[src/rtl/mul_booth_seq_if.sv]
// mul_booth_seq_if: request/response bundle between EX issue logic and the Booth multiplier.
// Revision: 1.0
`default_nettype none

interface mul_booth_seq_if #(
  parameter int XLEN = 32
);
  logic            in_valid;
  logic            in_ready;
  logic [1:0]      op;
  logic [XLEN-1:0] rs1;
  logic [XLEN-1:0] rs2;
  logic            flush;
  logic            out_valid;
  logic            out_ready;
  logic [XLEN-1:0] result;
  logic            busy;

  modport master (
    output in_valid, op, rs1, rs2, flush, out_ready,
    input  in_ready, out_valid, result, busy
  );

  modport slave (
    input  in_valid, op, rs1, rs2, flush, out_ready,
    output in_ready, out_valid, result, busy
  );
endinterface

`default_nettype wire

[src/rtl/mul_booth_seq.sv]
// mul_booth_seq: iterative radix-8 Booth multiplier for MUL/MULH/MULHSU/MULHU, one window per cycle.
// Revision: 1.0
`default_nettype none

module mul_booth_seq #(
  parameter int XLEN  = 32,
  parameter int ITERS = 11
) (
  input  logic          clk,
  input  logic          rst_n,
  mul_booth_seq_if.slave bus
);
  localparam int AW   = XLEN + 1;
  localparam int ACCW = 2 * XLEN + 2;

  typedef enum logic [1:0] {
    IDLE = 2'd0,
    CALC = 2'd1,
    DONE = 2'd2
  } state_t;

  state_t          state, state_nxt;
  logic [3:0]      cnt;
  logic [ACCW-1:0] acc;
  logic [AW-1:0]   a_ext;
  logic [AW-1:0]   b_ext;
  logic            hi_sel;

  logic            accept;
  logic            zero_op;
  logic            last_iter;
  logic            in_ready_c;
  logic            out_valid_c;
  logic            busy_c;

  assign accept    = (state == IDLE) && bus.in_valid && !bus.flush;
  assign zero_op   = (bus.rs1 == '0) || (bus.rs2 == '0);
  assign last_iter = (cnt == 4'(ITERS - 1));

  always_ff @(posedge clk or negedge rst_n) begin
    if (!rst_n) state <= IDLE;
    else        state <= state_nxt;
  end

  always_comb begin
    state_nxt   = state;
    in_ready_c  = 1'b0;
    out_valid_c = 1'b0;
    busy_c      = 1'b1;
    case (state)
      IDLE: begin
        in_ready_c = 1'b1;
        busy_c     = 1'b0;
        if (accept) state_nxt = zero_op ? DONE : CALC;
      end
      CALC: begin
        if (bus.flush)      state_nxt = IDLE;
        else if (last_iter) state_nxt = DONE;
      end
      DONE: begin
        out_valid_c = 1'b1;
        if (bus.flush || bus.out_ready) state_nxt = IDLE;
      end
      default: state_nxt = IDLE;
    endcase
  end

  assign bus.in_ready  = in_ready_c;
  assign bus.out_valid = out_valid_c;
  assign bus.busy      = busy_c;
  assign bus.result    = (state == DONE) ? (hi_sel ? acc[2*XLEN-1:XLEN] : acc[XLEN-1:0]) : '0;

  // Window i covers b_ext[3i+2:3i-1]; the zero appended below supplies b_ext[-1].
  logic [AW:0]     b_pad;
  logic [5:0]      base;
  logic [3:0]      sel;
  logic [ACCW-1:0] a66;
  logic [ACCW-1:0] a3;
  logic [ACCW-1:0] mag;
  logic            neg;
  logic [ACCW-1:0] pp;
  logic [ACCW-1:0] pp_sh;

  assign b_pad = {b_ext, 1'b0};
  assign base  = {1'b0, cnt, 1'b0} + {2'b00, cnt};
  assign sel   = 4'(b_pad >> base);
  assign a66   = {{(ACCW-AW){a_ext[AW-1]}}, a_ext};
  assign a3    = a66 + (a66 << 1);

  always_comb begin
    mag = '0;
    neg = 1'b0;
    case (sel)
      4'b0001, 4'b0010: mag = a66;
      4'b0011, 4'b0100: mag = a66 << 1;
      4'b0101, 4'b0110: mag = a3;
      4'b0111:          mag = a66 << 2;
      4'b1000:          begin mag = a66 << 2; neg = 1'b1; end
      4'b1001, 4'b1010: begin mag = a3;       neg = 1'b1; end
      4'b1011, 4'b1100: begin mag = a66 << 1; neg = 1'b1; end
      4'b1101, 4'b1110: begin mag = a66;      neg = 1'b1; end
      default:          mag = '0;
    endcase
  end

  assign pp    = neg ? (~mag + 1'b1) : mag;
  assign pp_sh = pp << base;

  always_ff @(posedge clk or negedge rst_n) begin
    if (!rst_n) begin
      cnt    <= '0;
      acc    <= '0;
      a_ext  <= '0;
      b_ext  <= '0;
      hi_sel <= 1'b0;
    end else begin
      case (state)
        IDLE: begin
          if (accept) begin
            a_ext  <= {((bus.op == 2'b01) || (bus.op == 2'b10)) & bus.rs1[XLEN-1], bus.rs1};
            b_ext  <= {(bus.op == 2'b01) & bus.rs2[XLEN-1], bus.rs2};
            hi_sel <= (bus.op != 2'b00);
            acc    <= '0;
            cnt    <= '0;
          end
        end
        CALC: begin
          acc <= acc + pp_sh;
          cnt <= cnt + 4'd1;
        end
        default: ;
      endcase
    end
  end

  // Bits above the 64-bit product only absorb sign carries and never reach the result.
  logic unused_acc_top;
  assign unused_acc_top = ^acc[ACCW-1:2*XLEN];

endmodule

`default_nettype wire

[src/flat_wrapper.sv]
// flat-port wrapper written by rule: the top's interface ports become plain ports
module mul_booth_seq_flat 
#(
  parameter int XLEN  = 32,
  parameter int ITERS = 11
)
  (clk, rst_n, bus_in_valid, bus_op, bus_rs1, bus_rs2, bus_flush, bus_out_ready, bus_in_ready, bus_out_valid, bus_result, bus_busy);
  mul_booth_seq_if #(.XLEN(XLEN)) bus_i ();
  input  logic clk;
  input  logic rst_n;
  input wire logic [$bits(bus_i.in_valid)-1:0] bus_in_valid;
  input wire logic [$bits(bus_i.op)-1:0] bus_op;
  input wire logic [$bits(bus_i.rs1)-1:0] bus_rs1;
  input wire logic [$bits(bus_i.rs2)-1:0] bus_rs2;
  input wire logic [$bits(bus_i.flush)-1:0] bus_flush;
  input wire logic [$bits(bus_i.out_ready)-1:0] bus_out_ready;
  output wire logic [$bits(bus_i.in_ready)-1:0] bus_in_ready;
  output wire logic [$bits(bus_i.out_valid)-1:0] bus_out_valid;
  output wire logic [$bits(bus_i.result)-1:0] bus_result;
  output wire logic [$bits(bus_i.busy)-1:0] bus_busy;
  assign bus_i.in_valid = bus_in_valid;
  assign bus_i.op = bus_op;
  assign bus_i.rs1 = bus_rs1;
  assign bus_i.rs2 = bus_rs2;
  assign bus_i.flush = bus_flush;
  assign bus_i.out_ready = bus_out_ready;
  assign bus_in_ready = bus_i.in_ready;
  assign bus_out_valid = bus_i.out_valid;
  assign bus_result = bus_i.result;
  assign bus_busy = bus_i.busy;
  mul_booth_seq #(.XLEN(XLEN), .ITERS(ITERS)) u_core (.clk(clk), .rst_n(rst_n), .bus(bus_i));
endmodule
[config.mk]
export PLATFORM = sky130hd
export DESIGN_NAME = mul_booth_seq_flat
export DESIGN_NICKNAME = d
export VERILOG_FILES = /design/src/rtl/mul_booth_seq_if.sv /design/src/rtl/mul_booth_seq.sv /design/src/flat_wrapper.sv
export SDC_FILE = /design/constraint.sdc
export NUM_CORES = 1
export LEC_CHECK = 0
export ABC_AREA = 1
export CORE_MARGIN = 2
export CORE_UTILIZATION = 25
export DETAILED_ROUTE_END_ITERATION = 10
export GPL_TIMING_DRIVEN = 0
export PLACE_DENSITY_LB_ADDON = 0.25
export SLEW_MARGIN = 30
export SYNTH_ARGS = -nofsm -noshare
export SYNTH_HDL_FRONTEND = slang
export SYNTH_SLANG_ARGS = --single-unit
[constraint.sdc]
create_clock -name clk -period 7.8 [get_ports clk]
set_input_delay 1.56 -clock clk [delete_from_list [all_inputs] [get_ports clk]]
set_output_delay 1.56 -clock clk [all_outputs]
set_load 0.05 [all_outputs]
==> metrics.md, run 1 <==
| Metric | Value |
|---|---|
| H-tree depth | 4 |
| Largest net degree at the start of global routing | 80 |
| P&R area growth vs syn | 24.51% |
| Pre-antenna DRT Iters | 5 |
| Synth cell count leaders | nand2_1, nand3_1, inv_1, nor2_1, o21ai_0 |
| Max Cap Viol | 0 |
| GPL Wtd Cong | roughly 0.96 |
| Area share of the largest cell type after synthesis | 20.48% |
| Slew at the pin closest to its max-slew limit | 1.009 ns |
| Initial Util | 25.16% |
| Post-Layout Cell Count | 4157 |
| Placement Setup Slack | -2.559 ns |
| Worst path arrival time | 7.77 ns |
| Top_reg_cell synth | dfrtp_1 |
| Num CTS Buffers | 17 |
| Final Util | 31.33% |
| Synth Cell Area | 17590 um2 |
| Multi-input logic area | 13300 um2 |
| Post-DP HPWL | 60330 um |
| Final WL | 74240 um |
| Ranking of synthesized cells by area | nand2_1, dfrtp_1, nand3_1 |
| Clock buffer depth | 2 |
| Fillers | 7982 |
| Number of synthesized register bits | 137 |
| # setup viols final | 0 |
| Gate Count Post-Synth | 3007 |
| Slew HR | 32.51% |
| DRC violations left | 0 |
| Layout cells sized above 1 | 12.00% |
| Area leader, netlist | nand2_1 |
| Synth cell types | 56 |
| Most frequent cell on the critical path | nand2_1 |
| Crit path required time | 8.16 ns |
| Slack of the critical path | 0.3869 ns |
| R2r worst-path depth | 56 |
| EDFF count, synth | 0 |
| Die H | 269.3 um |
| Die ar. | 72510 um2 |
| Dpl cells | ~4100 |
| CTS hold repair buffers | 0 |
| Vias in the first global route | 19510 |
| Hold WC Path Type | reg -> reg |
| Initial DRC Count | approximately 2000 |
| Mean post-synth cell area | 5.850 um2 |
| Run status | finished, final reports clean |
| CTS tree | built |
| Slew Viols, Final | 0 |
| Row cnt | 97 |
| Clock sinks | about 140 |
| First-pass GRT wire length | 113300 um |
| Seq/Total Area, Yosys | 19.49% |
| Grt ovf | 0 |
| Port bufs | 105 |
| Root Buffer | clkbuf_16 |
| Initial antenna violation count | 0 |
| Wire length per cell | 17.86 um |
| Critical path class | reg -> reg |
| Via count | 20840 |
| Clock latency on the worst-skew pair | 0.50 ns |
| DRT antenna net count | 0 |
| Final period utilization | 95.04% |
| Top-Level Pins | around 110 |
| Skew final | 0.01799 ns |
| Async S/R FF share, synth | 100.0% |
| Post-DP Area | approximately 20000 um2 |
| Cell area after layout | 21900 um2 |
| Crit-path max FO | 10 |
| Nets@finish | 3391 |
| Synth warnings | 0 |
| Hold depth | 2 |
| Fin. Hold Viols | 0 |
| GR Util All Layers | 20.03% |
| Crit-path slowest cell | dfrtp_1 |
| CTS clock-pin slew for the worst setup and hold paths | 0.07 ns |
| Fmax | 0.1349 GHz |
| CP Launch Type | register |
| Crit end category | register |
| Total area of sequential cells | between 3000 and 4000 um2 |
| Synth Net Count | 3195 |
| Final min period | 7.413 ns |
| DR vias/cell | 5.013 |
| CP peak stage delay | 0.41 ns |
| Core box area | 69910 um2 |
| Top-count cell post-synth | nand2_1 |
| Die width | 269.3 um |
## cell families (layout without fill, tap and decap cells)
| family | after synthesis | after routing | synth area share (%) |
|---|---|---|---|
| AND/OR/NAND/NOR | 1740 | 1740 | 42.50 |
| AO/OA/AOI/OAI | 542 | 542 | 16.60 |
| buffers and inverters | 397 | 606 | 9.161 |
| flip-flops | 137 | 137 | 19.49 |
| adder cells (fa/ha/maj) | 117 | 117 | 8.450 |
| multiplexers | 4 | 4 | 0.2276 |
| other | 0 | 1 | 0 |
| XOR/XNOR | 70 | 70 | 3.570 |
## sequential cells by signal, indices dropped and copies added, names as in the netlist
register	flops
u_core.acc	64
u_core.b_ext	33
u_core.cnt	4
u_core.hi_sel	1
u_core.state	2
u_core.a_ext	33
## routing by layer
metal | wire length, um | vias up | global-route usage [%]
li1 | - | 10410 | -
met1 | 35330 | 9797 | 27.97
met2 | 33180 | 559 | 31.76
met3 | 4378 | 77 | 3.580
met4 | 1347 | 0 | 4.985
met5 | 0 | - | 0
## timing repair
action	in CTS	in global routing
resized for setup	124	144
gates cloned	1	0
endpoints found under the setup margin	50	32
pin swaps	31	69
setup buffers	24	48
## final timing paths
path | start | endpoint | slack (ns)
max | u_core.cnt[0]$_DFFE_PN0P_ | u_core.acc[51]$_DFFE_PN0P_ | 0.39
min | u_core.acc[63]$_DFFE_PN0P_ | u_core.acc[63]$_DFFE_PN0P_ | 0.50
max reg2reg | u_core.cnt[0]$_DFFE_PN0P_ | u_core.acc[51]$_DFFE_PN0P_ | 0.39
min reg2reg | u_core.acc[63]$_DFFE_PN0P_ | u_core.acc[63]$_DFFE_PN0P_ | 0.50
max in group asynchronous | rst_n | u_core.b_ext[30]$_DFFE_PN0P_ | 5.96
min in group asynchronous | rst_n | u_core.acc[49]$_DFFE_PN0P_ | 1.01
## per-stage QoR
| step | setup TNS, ns | hold slack (ns) |
|---|---|---|
| 6_report | 0 | 0.4957 |
| 5_1_grt | -0.3272 | 0.5366 |
| 4_1_cts | 0 | 0.4951 |
| 3_5_place_dp | -68.97 | 0.4775 |
| 3_3_place_gp | -212.60 | 0.4672 |
| 2_1_floorplan | 0 | 0.4491 |
## layout by cell type, fill, tap and decap left out, types with 6 or more instances in the layout
master,netlist,final
a21oi_1,183,168
a21oi_2,1,16
a31oi_1,17,17
buf_1,20,19
buf_2,35,20
buf_4,6,82
buf_6,7,15
clkbuf_1,66,61
clkbuf_16,0,18
clkdlybuf4s50_1,0,104
dfrtp_1,137,136
ha_1,114,103
ha_4,0,10
inv_1,249,245
inv_2,12,13
nand2_1,960,917
nand2_2,15,49
nand2_4,2,11
nand3_1,423,412
nand3_2,6,17
nand3b_1,6,6
nand4_1,26,26
nor2_1,216,199
nor2_2,25,30
nor2_4,9,21
nor3_1,20,15
nor4_1,12,12
o211ai_1,6,6
o21a_1,12,12
o21ai_0,209,180
o21ai_1,53,55
o21ai_2,4,29
o22ai_1,26,26
or2_1,9,8
xnor2_1,33,32
xor2_1,35,33
## worst max-delay path, delay by kind of cell, from the launching register on
kind / cells / cell delay (ns)
XOR/XNOR: 1 / 0.22
adder cells (fa/ha/maj): 2 / 0.61
AND/OR/NAND/NOR: 30 / 2.69
flip-flops: 1 / 0.41
AO/OA/AOI/OAI: 13 / 1.94
buffers and inverters: 9 / 1.25
multiplexers: 1 / 0.06
## final cells by class
cell class | count | area share, %
inverters | 263 | 4.576
flip-flops and latches | 137 | 15.66
well taps | 940 | 5.370
plain buffers | 132 | 3.365
repair buffers | 179 | 7.563
multi-input cells | 2473 | 60.74
diodes | 1 | 0.01142
clock buffers | 19 | 2.068
clock inverters | 13 | 0.6512
Power of run 1 is not shown: default switching activity piles up to over one toggle a cycle in this logic, so the estimate is an artifact.
==> run 2, diff against run 1 <==
Settings changed: CAP_MARGIN set to 40.
==> metrics.md, run 2 (synthesis gave the netlist of run 1 again) <==
| Metric | Value |
|---|---|
| Max Cap Viol | 0 |
| Worst path arrival time | 7.91 ns |
| DRT antenna net count | 0 |
| Hold WC Path Type | reg -> reg |
| Root Buffer | clkbuf_16 |
| Number of flip-flops under the largest register name | 64 |
| Commonest cells after routing, fill and taps aside | nand2_1, nand3_1, inv_1 |
| Nets@finish | ~3400 |
| R2r worst-path depth | 60 |
| Slew at the pin closest to its max-slew limit | 0.8708 ns |
| Grt ovf | 0 |
| # setup viols final | 0 |
| Fmax | 0.1329 GHz |
| CP peak stage delay | 0.42 ns |
| Initial antenna violation count | 1 |
| Clock latency on the worst-skew pair | 0.50 ns |
| CP Launch Type | register |
| Top cell family by delay on the critical path | buffers and inverters |
| Worst R2R Start | u_core.cnt[0]$_DFFE_PN0P_ |
| Most frequent cell on the critical path | buf_4 |
| Port bufs | about 110 |
| Slew HR | 41.95% |
| Number of buffers and inverters on the critical path | 25 |
| Largest net degree at the start of global routing | 80 |
| Run status | finished, final reports clean |
| Row cnt | 97 |
| Crit-path slowest cell | dfrtp_1 |
| Crit-path max FO | 10 |
| Worst Hold End | u_core.acc[63]$_DFFE_PN0P_ |
| Final hold slack | approximately 0.49 ns |
| Most common cell after layout, fill and taps aside | nand2_1 |
| Skew final | 0.01156 ns |
| Initial Util | 25.16% |
| Biggest register | u_core.acc |
| Final period utilization | 96.47% |
| Crit end category | register |
| Via count | 21020 |
| DR vias/cell | 5.023 |
| Layout cells sized above 1 | 13.17% |
| Vias in the first global route | between 15000 and 20000 |
| Largest registers | u_core.acc x64, u_core.a_ext x33, u_core.b_ext x33 |
| GR Util All Layers | roughly a fifth |
| Initial DRC Count | about 2000 |
| Worst R2R Setup Slack | about 0.28 ns |
| Wire length per cell | 17.82 um |
| First-pass GRT wire length | around 110000 um |
| Clock buffer depth | 2 |
| GPL Wtd Cong | 0.9615 |
| Final min period | ~7.5 ns |
| Final WL | 74550 um |
| Post-Layout Cell Count | 4184 |
| Crit path required time | 8.18 ns |
| H-tree depth | 4 |
| Top-Level Pins | 106 |
| Hold depth | 2 |
| FF-to-FF End | u_core.acc[9]$_DFFE_PN0P_ |
| Die H | 269.3 um |
| Die width | 269.3 um |
| Critical path class | reg -> reg |
| Dpl cells | slightly above 4000 |
| CTS tree | built |
| Final Util | 31.77% |
| P&R area growth vs syn | 26.25% |
| Clock sinks | ~140 |
| DRC violations left | 0 |
| Num CTS Buffers | 17 |
| Slew Viols, Final | 0 |
| Die ar. | 72510 um2 |
| HP Start | u_core.acc[63]$_DFFE_PN0P_ |
| Post-DP HPWL | around 60000 um |
| Pre-antenna DRT Iters | 6 |
| CTS clock-pin slew for the worst setup and hold paths | 0.07 ns |
| Core box area | 69910 um2 |
| Fin. Hold Viols | 0 |
## run 2: per-stage QoR
| step | setup TNS [ns] | worst slack (ns) | cell area (um2) |
|---|---|---|---|
| 6_report | 0 | 0.2750 | 22210 |
| 5_1_grt | -1.210 | -0.1434 | 22210 |
| 4_1_cts | -0.003050 | -0.003050 | 21350 |
| 3_5_place_dp | -67.97 | -2.558 | 19870 |
| 3_3_place_gp | -212.60 | -2.595 | 19820 |
| 2_1_floorplan | 0 | 0.5500 | 17590 |
## run 2: final cells by class
type | count | area, um2
sequential | 137 | 3430
inverter | 263 | 1002
clock buffer | 17 | 425.4
timing repair buffer | 207 | 1887
multi-input combinational | 2473 | 13360
clock inverter | 14 | 172.7
fill | 7980 | 47700
antenna | 1 | 2.502
buffer | 132 | 752.0
tap | 940 | 1176
## run 2: per-layer routing
metal  GRT usage, %  share of wire (%)
met5              0                  0
met4          4.167                1.5
met3          2.592                5.3
met2          32.73                 46
met1          28.62                 48
## run 2: what timing repair did
action | 4_1_cts | 5_1_grt
gates cloned | 1 | 0
hold buffers | 0 | 0
pin swaps | 44 | 80
setup buffers | 47 | 51
resized for setup | 145 | 145
setup endpoints to repair | 50 | 35
## run 2: tightest hold or removal path: cells and delay by family, from the launching register on
| family | cells | cell delay, ns |
|---|---|---|
| simple gates | 2 | 0.11 |
| flops | 1 | 0.35 |
## run 2: worst max-delay path by stage
stage	startpoint	end	slack, ns	cells past startpoint
global placement	u_core.cnt[0]$_DFFE_PN0P_	u_core.acc[60]$_DFFE_PN0P_	-2.59	58
detailed placement	u_core.cnt[0]$_DFFE_PN0P_	u_core.acc[60]$_DFFE_PN0P_	-2.56	58
floorplan	u_core.cnt[0]$_DFFE_PN0P_	u_core.acc[56]$_DFFE_PN0P_	0.55	60
CTS	u_core.cnt[0]$_DFFE_PN0P_	u_core.acc[61]$_DFFE_PN0P_	-0.003	64
finish	u_core.cnt[0]$_DFFE_PN0P_	u_core.acc[9]$_DFFE_PN0P_	0.28	60
global route	u_core.cnt[0]$_DFFE_PN0P_	u_core.acc[57]$_DFFE_PN0P_	-0.14	62
Power of run 2 is left out for the same reason.
